==> config.mk <==
export PLATFORM = sky130hd
export DESIGN_NAME = sh_frame_ctrl
export DESIGN_NICKNAME = d
export VERILOG_FILES = /design/src/rtl/sh_ctrl_pkg.sv /design/src/rtl/sh_bit_watchdog.sv /design/src/rtl/sh_frame_ctrl.sv
export SDC_FILE = /design/constraint.sdc
export NUM_CORES = 1
export LEC_CHECK = 0
export BUFFER_PORTS_ARGS = -buffer_cell sky130_fd_sc_hd__buf_2
export CORE_MARGIN = 2
export CORE_UTILIZATION = 37
export CTS_CLUSTER_SIZE = 24
export DETAILED_ROUTE_END_ITERATION = 12
export PLACE_DENSITY_LB_ADDON = 0.08
export SYNTH_ARGS = -nofsm -noshare
export SYNTH_HDL_FRONTEND = slang
export SYNTH_SLANG_ARGS = --single-unit
==> constraint.sdc <==
create_clock -name clk -period 2.9 [get_ports clk]
set_clock_uncertainty 0.1 [all_clocks]
set_input_delay 0.29 -clock clk [delete_from_list [all_inputs] [get_ports clk]]
set_output_delay 0.29 -clock clk [all_outputs]
set_load 0.05 [all_outputs]
==> src/rtl/sh_ctrl_pkg.sv <==
// rtl/sh_ctrl_pkg.sv - shared types and constants for the SH_SYNC receive-frame controller
package sh_ctrl_pkg;

    typedef enum logic [1:0] {
        ST_IDLE = 2'd0,
        ST_HUNT = 2'd1,
        ST_HOLD = 2'd2
    } state_e;

    localparam int             FRAME_BITS     = 63;
    localparam logic [62:0]    SYNC_MASK      = 63'h7C00_001F_0000_01FF;
    localparam logic [62:0]    SYNC_VAL       = 63'h7C00_001F_0000_01FF;
    localparam int             BIT_PERIOD_CYC = 10000;
    localparam int             TIMEOUT_CYC    = 3 * BIT_PERIOD_CYC;

    function automatic logic sync_hit(input logic [FRAME_BITS-1:0] win);
        return (win & SYNC_MASK) == SYNC_VAL;
    endfunction

endpackage

==> src/rtl/sh_bit_watchdog.sv <==
// rtl/sh_bit_watchdog.sv - bit-gap watchdog; expire pulses when LIMIT cycles pass without a kick
module sh_bit_watchdog
    import sh_ctrl_pkg::*;
#(
    parameter int LIMIT = TIMEOUT_CYC
) (
    input  logic clk,
    input  logic rst,
    input  logic arm,
    input  logic kick,
    output logic expire
);

    localparam int CW = $clog2(LIMIT + 1);

    logic [CW-1:0] cnt_q;
    logic [CW-1:0] cnt_d;

    // A kick in the expiry cycle suppresses the pulse and restarts the count.
    assign expire = arm && !kick && (cnt_q == CW'(LIMIT - 1));

    always_comb begin
        cnt_d = cnt_q;
        if (kick || !arm || expire) begin
            cnt_d = '0;
        end else begin
            cnt_d = cnt_q + 1'b1;
        end
    end

    always_ff @(posedge clk or negedge rst) begin
        if (!rst) begin
            cnt_q <= '0;
        end else begin
            cnt_q <= cnt_d;
        end
    end

endmodule

==> src/rtl/sh_frame_ctrl.sv <==
// rtl/sh_frame_ctrl.sv - SH_SYNC receive-frame controller; watchdog built under SH_FRAME_CTRL_TIMEOUT_EN
module sh_frame_ctrl
    import sh_ctrl_pkg::*;
(
    input  logic                  clk,
    input  logic                  rst,
    input  logic                  RX,
    input  logic                  sh_en,
    input  logic                  bit_in,
    input  logic                  tx_rdy,
    output logic                  rx_en,
    output logic                  frame_vld,
    output logic [FRAME_BITS-1:0] frame_data,
    output logic                  ovf,
    output logic                  timeout,
    output logic [1:0]            state
);

    state_e                  state_q;
    logic [FRAME_BITS-1:0]   window_q;
    logic [5:0]              bits_seen_q;
    logic [FRAME_BITS-1:0]   frame_q;
    logic                    frame_vld_q;
    logic                    rx_en_q;
    logic                    ovf_q;
    logic                    timeout_q;

    logic [FRAME_BITS-1:0]   win_shift;
    logic [5:0]              bits_inc;
    logic                    match;
    logic                    wd_expire;

    assign win_shift = {window_q[FRAME_BITS-2:0], bit_in};
    assign bits_inc  = (bits_seen_q == 6'd63) ? 6'd63 : bits_seen_q + 6'd1;
    assign match     = (bits_inc == 6'd63) && sync_hit(win_shift);

`ifdef SH_FRAME_CTRL_TIMEOUT_EN
    logic wd_arm;

    assign wd_arm = (state_q == ST_HUNT) && (bits_seen_q != 6'd0);

    sh_bit_watchdog #(
        .LIMIT (TIMEOUT_CYC)
    ) u_watchdog (
        .clk    (clk),
        .rst    (rst),
        .arm    (wd_arm),
        .kick   (sh_en),
        .expire (wd_expire)
    );
`else
    assign wd_expire = 1'b0;
`endif

    always_ff @(posedge clk or negedge rst) begin
        if (!rst) begin
            state_q     <= ST_IDLE;
            window_q    <= '0;
            bits_seen_q <= '0;
            frame_q     <= '0;
            frame_vld_q <= 1'b0;
            rx_en_q     <= 1'b0;
            ovf_q       <= 1'b0;
            timeout_q   <= 1'b0;
        end else begin
            ovf_q     <= 1'b0;
            timeout_q <= 1'b0;
            case (state_q)
                ST_IDLE: begin
                    if (RX) begin
                        state_q     <= ST_HUNT;
                        rx_en_q     <= 1'b1;
                        window_q    <= '0;
                        bits_seen_q <= '0;
                    end
                end
                ST_HUNT: begin
                    if (!RX) begin
                        state_q     <= ST_IDLE;
                        rx_en_q     <= 1'b0;
                        window_q    <= '0;
                        bits_seen_q <= '0;
                    end else if (sh_en) begin
                        window_q    <= win_shift;
                        bits_seen_q <= bits_inc;
                        if (match) begin
                            frame_q     <= win_shift;
                            frame_vld_q <= 1'b1;
                            state_q     <= ST_HOLD;
                            rx_en_q     <= 1'b0;
                        end
                    end else if (wd_expire) begin
                        window_q    <= '0;
                        bits_seen_q <= '0;
                        timeout_q   <= 1'b1;
                    end
                end
                ST_HOLD: begin
                    // SH_SYNC is disabled here, so any strobe is an overrun.
                    if (sh_en) begin
                        ovf_q <= 1'b1;
                    end
                    if (tx_rdy) begin
                        frame_vld_q <= 1'b0;
                        window_q    <= '0;
                        bits_seen_q <= '0;
                        state_q     <= RX ? ST_HUNT : ST_IDLE;
                        rx_en_q     <= RX;
                    end
                end
                default: begin
                    state_q     <= ST_IDLE;
                    rx_en_q     <= 1'b0;
                    frame_vld_q <= 1'b0;
                end
            endcase
        end
    end

    assign rx_en      = rx_en_q;
    assign frame_vld  = frame_vld_q;
    assign frame_data = frame_q;
    assign ovf        = ovf_q;
    assign timeout    = timeout_q;
    assign state      = state_q;

endmodule
**Word level (Yosys, flattened, before mapping)**

Cells that the tools add are included.

- Register bits: 136
- Word-level logic and storage cells: 59

- Add/subtract/negate cells: 1
- Equal/unequal tests: 12
- Muxes and demuxes: 31
- Bitwise gates (word level): 1
- Reductions and logical operators: 7

Operators with widths:

| operator | number |
|---|---|
| $mux W62 | 4 |
| $pmux W62 S3 | 1 |
| $mux W6 | 5 |
| $eq A19 B19 Y1 const B | 1 |
| $pmux W6 S3 | 1 |
| $eq A6 B6 Y1 const B | 2 |
| $mux W1 | 12 |
| $reduce_and A4 Y1 | 3 |
| $mux W2 | 5 |
| $ne A2 B2 Y1 const B | 5 |
| $add A6 B1 Y6 const B | 1 |
| $ne A3 B3 Y1 const B | 2 |
| $pmux W1 S3 | 2 |
| $pmux W2 S3 | 1 |
| $reduce_and A5 Y1 | 1 |
| $reduce_bool A3 Y1 | 1 |
| $eq A2 B1 Y1 const B | 1 |
| $eq A2 B2 Y1 const B | 1 |
| $logic_not A2 Y1 | 1 |
| $logic_and A1 B1 Y1 | 1 |
| $not A1 Y1 | 1 |

**Logic depth before layout (Yosys ltp)**

- Depth after elaboration: 8
- Gate-level depth with buffers: 8
- Depth with buffers taken out: 5

**Worst setup path after synthesis**

Ideal clock, no wire load.

- Kind: reg-to-reg
- Start point: register bits_seen_q[0]
- End point: register frame_q[24] (netlist: frame_data[24])
- Arrival time: 2329 ps
- Data required time: 2675 ps
- Setup slack: 345 ps
- Stages on the path, launching flop included: 9
- Clock period less this slack: 2555 ps
- Cells stage by stage: dfrtp_1 -> ha_1 -> buf_2 -> o211ai_2 -> or4_1 -> or4_4 -> buf_6 -> buf_6 -> mux2_4

- Longest elaborated chain between the ends: 5
- Elaborated cells between the ends (all ways): 6
- Those cells by class: add/sub: 1; eq/ne: 2; mux: 1; reduce/logical: 2

RTL lines:

| element | line | source |
|---|---|---|
| from (decl) | sh_frame_ctrl.sv:21 | `logic [5:0] bits_seen_q;` |
| from (signal assigned) | sh_frame_ctrl.sv:85 | `bits_seen_q <= bits_inc;` |
| $add A6 B1 Y6 or $eq A6 B6 Y1 (tied branches) | sh_frame_ctrl.sv:34 | `assign bits_inc = (bits_seen_q == 6'd63) ? 6'd63 : bits_seen_q + 6'd1;` |
| $mux W6 (*) | sh_frame_ctrl.sv:34 |  |
| $eq A6 B6 Y1 (*) | sh_frame_ctrl.sv:35 | `assign match = (bits_inc == 6'd63) && sync_hit(win_shift);` |
| $logic_and A1 B1 Y1 (*) | sh_frame_ctrl.sv:35 |  |
| $reduce_and A4 Y1 (no source line) (*) | -- |  |
| to (signal assigned) | sh_frame_ctrl.sv:87 | `frame_q <= win_shift;` |
| to (decl) | sh_frame_ctrl.sv:22 | `logic [FRAME_BITS-1:0] frame_q;` |

Every way passes the cells marked *; elsewhere a longest branch is shown, timed or not.
A chain may end at the register's enable or synchronous reset.

**Worst setup path after layout**

- Start point: register bits_seen_q[0]
- End point: register frame_q[48] (netlist: frame_data[48])

The elaborated chain is that of the path after synthesis.

==> metrics <==
DR vias/cell ~5.1; I/O Pins 75; FF/Latch Area ~3400 sq um; final total power about 4.0 mW; first-pass GRT wire length about 17000 microns; Post-Syn Area between 5000 and 6000 sq um; Slew Limit Headroom a little over half; wire length per cell roughly 16 microns; die height approximately 120 microns; vias in the first global route ~3200; hold crit path type in -> reg; clk_lat worst skew roughly 0.4 ns; number of fill cells in the layout 1272; Max Freq between 300 and 400 MHz; outcome completed; syn_nets 373; cell row count 43; Post-Route WL between 9000 and 10000 microns; Total GRT Usage 14.2%; 1st-iter DRT viols between 200 and 250; P_leak between 3 and 4 nW; maxcap violations 0; layout net count 443; dpl cell area 5810 sq um; VDD IR max between 0.3 and 0.4 mV; DR pass1 iterations 4; area of the multi-input gates around 1700 sq um; Seq/Total Area, Yosys 64.4%; unrepaired setup endpoints after global routing no; Ant. Diodes 0; DRC violations left 0; top_reg_cell synth dfrtp_1; power per cell area roughly 630 nW/um^2; PortBufs 73; worst slew pin tran between 0.7 and 0.8 ns; cell area after layout between 6000 and 7000 sq um; R2R Setup Slk between 0.2 and 0.25 ns; Clock Pin Slew Worst Setup and Hold Paths roughly 0.060 ns; CTS tree yes; CP Launch Type register; post-route minimum period ~2.7 ns; initial antenna violation count 0; Hold Crit Start bit_in; Clock Root Buffer clkbuf_16; Max Transition Viols Final 0; Post-synth EDFFs 0; Yosys reg bits around 140; FFs w/ async S/R, synth 100%; Setup CP Type reg -> reg; area grow syn2layout 20.1%; Mean Syn Cell Area 14.4 sq um; CTS Sinks around 140; Worst R2R End frame_data[48]; Cells after Synth about 370; reg2reg start bits_seen_q[0]; final HPWL from detailed placement about 6000 microns; grt total ovfl 0; Resized Gates After CTS 0; Final Cycle Share roughly 92%; Total Neg Setup Slack 0 ns; Initial Util approximately 38%; Worst R2R Path Depth 6; DRT antenna net count 0; Hold Path Depth 2; worst hold endpoint window_q[0]; Die ar. around 15000 sq um; Core ar. 13900 sq um; DR vias between 3000 and 4000; Synth Warn # 0; Critical Path Fanout Max 43; layout cells sized above 1 between 30% and 40%; Final setup viols 0; CP endpoint kind register; gp weighted congestion 0.727; Die W about 120 microns; Final Hold Vio Count 0; # H-tree levels 4; Worst EP arrival between 2 and 3 ns; Yosys cell types 41; number of buffers created by CTS 17; Worst EP required approximately 3.1 ns; largest net degree at the start of global routing 79; Max clock buf depth 2
-- worst max path at each step --
stage	startpoint	endpoint	slack (ns)	cells past startpoint
3_5_place_dp	bits_seen_q[0]	frame_data[48]	0.24	6
6_report	bits_seen_q[0]	frame_data[48]	0.22	6
4_1_cts	bits_seen_q[0]	frame_data[48]	0.23	6
3_3_place_gp	bits_seen_q[1]	frame_data[52]	0.28	6
5_1_grt	bits_seen_q[1]	frame_data[18]	0.10	6
2_1_floorplan	bits_seen_q[0]	frame_data[24]	0.35	8
-- per-layer routing --
metal | routed length (microns) | global-route usage [%] | vias up
met4 | 185 | 6.75 | 0
li1 | - | - | 1481
met2 | 4500 | 20.2 | 55
met5 | 0 | 0 | -
met3 | 383 | 3.87 | 13
met1 | 4900 | 20.1 | 1666
-- cell usage in the layout (no fill, tap or decap), types with 7 or more instances in the layout --
cell	instances
nand2b_1	20
buf_2	72
clkbuf_16	17
nand2_1	10
nand4_1	7
a22o_1	62
dfrtp_1	136
mux2_4	29
mux2_2	15
-- repair_timing --
item                                   4_1_cts  5_1_grt
buffers inserted                             0        0
endpoints found under the hold margin       75        0
hold buffers                                 1        0
-- registers in the layout, indices dropped and copies added, names as in the netlist --
signal       cells
state            2
rx_en            1
bits_seen_q      6
ovf              1
frame_vld        1
frame_data      63
window_q        62
-- layout make-up --
| type | instances | share of cell area [%] |
|---|---|---|
| well taps | 180 | 3.55 |
| repair buffers | 81 | 7.23 |
| clock buffers | 23 | 7.21 |
| clock inverters | 9 | 1.20 |
| inverters | 3 | 0.177 |
| multi-input cells | 197 | 27.0 |
| flip-flops and latches | 136 | 53.6 |
-- cells in the mapped netlist, types with 5 or more instances --
cell type / n / area, sq um
a21oi_1: 6 / 30.0
o21ai_0: 5 / 25.0
buf_1: 9 / 33.8
mux2_2: 15 / 169
a22o_1: 62 / 543
mux2_4: 29 / 435
nand4_1: 7 / 43.8
clkbuf_1: 11 / 41.3
dfrtp_1: 136 / 3400
nand3_1: 5 / 25.0
nand2b_1: 20 / 125
nand2_1: 10 / 37.5
a31oi_1: 5 / 31.3
-- power breakdown --
part | switching (mW) | internal (mW)
clock | 0.756 | 1.19
combinational | 0.0934 | 0.0234
sequential | 0.00614 | 1.90
-- logic make-up (layout without fill, tap and decap cells) --
kind of cell	after synthesis	count (layout)	share of synthesized area [%]
flops	136	136	64.4
compound gates	90	90	13.8
simple gates	60	60	6.70
mux	45	45	11.6
buf+inv	33	116	3.19
fa+ha+maj	1	1	0.237
other cells	1	1	0.0709
-- through the flow --
stage	cells	setup WS, ns	hold WS, ns	util, %
2_1_floorplan	366	0.345	-0.106	-
3_3_place_gp	596	0.283	0.267	41.7
3_5_place_dp	596	0.236	0.270	41.7
4_1_cts	629	0.228	0.00401	45.6
5_1_grt	629	0.101	0.00283	45.6
6_report	629	0.220	0.0169	45.6
-- worst max-delay path: stages, from the launching register on --
cell and delay [ns]:
dfrtp_1 0.39, ha_1 0.33, o211ai_2 0.11, or4_1 0.54, or4_4 0.52, buf_12 0.22
mux2_4 0.33
Note: power is estimated with default switching activity, not from simulation.
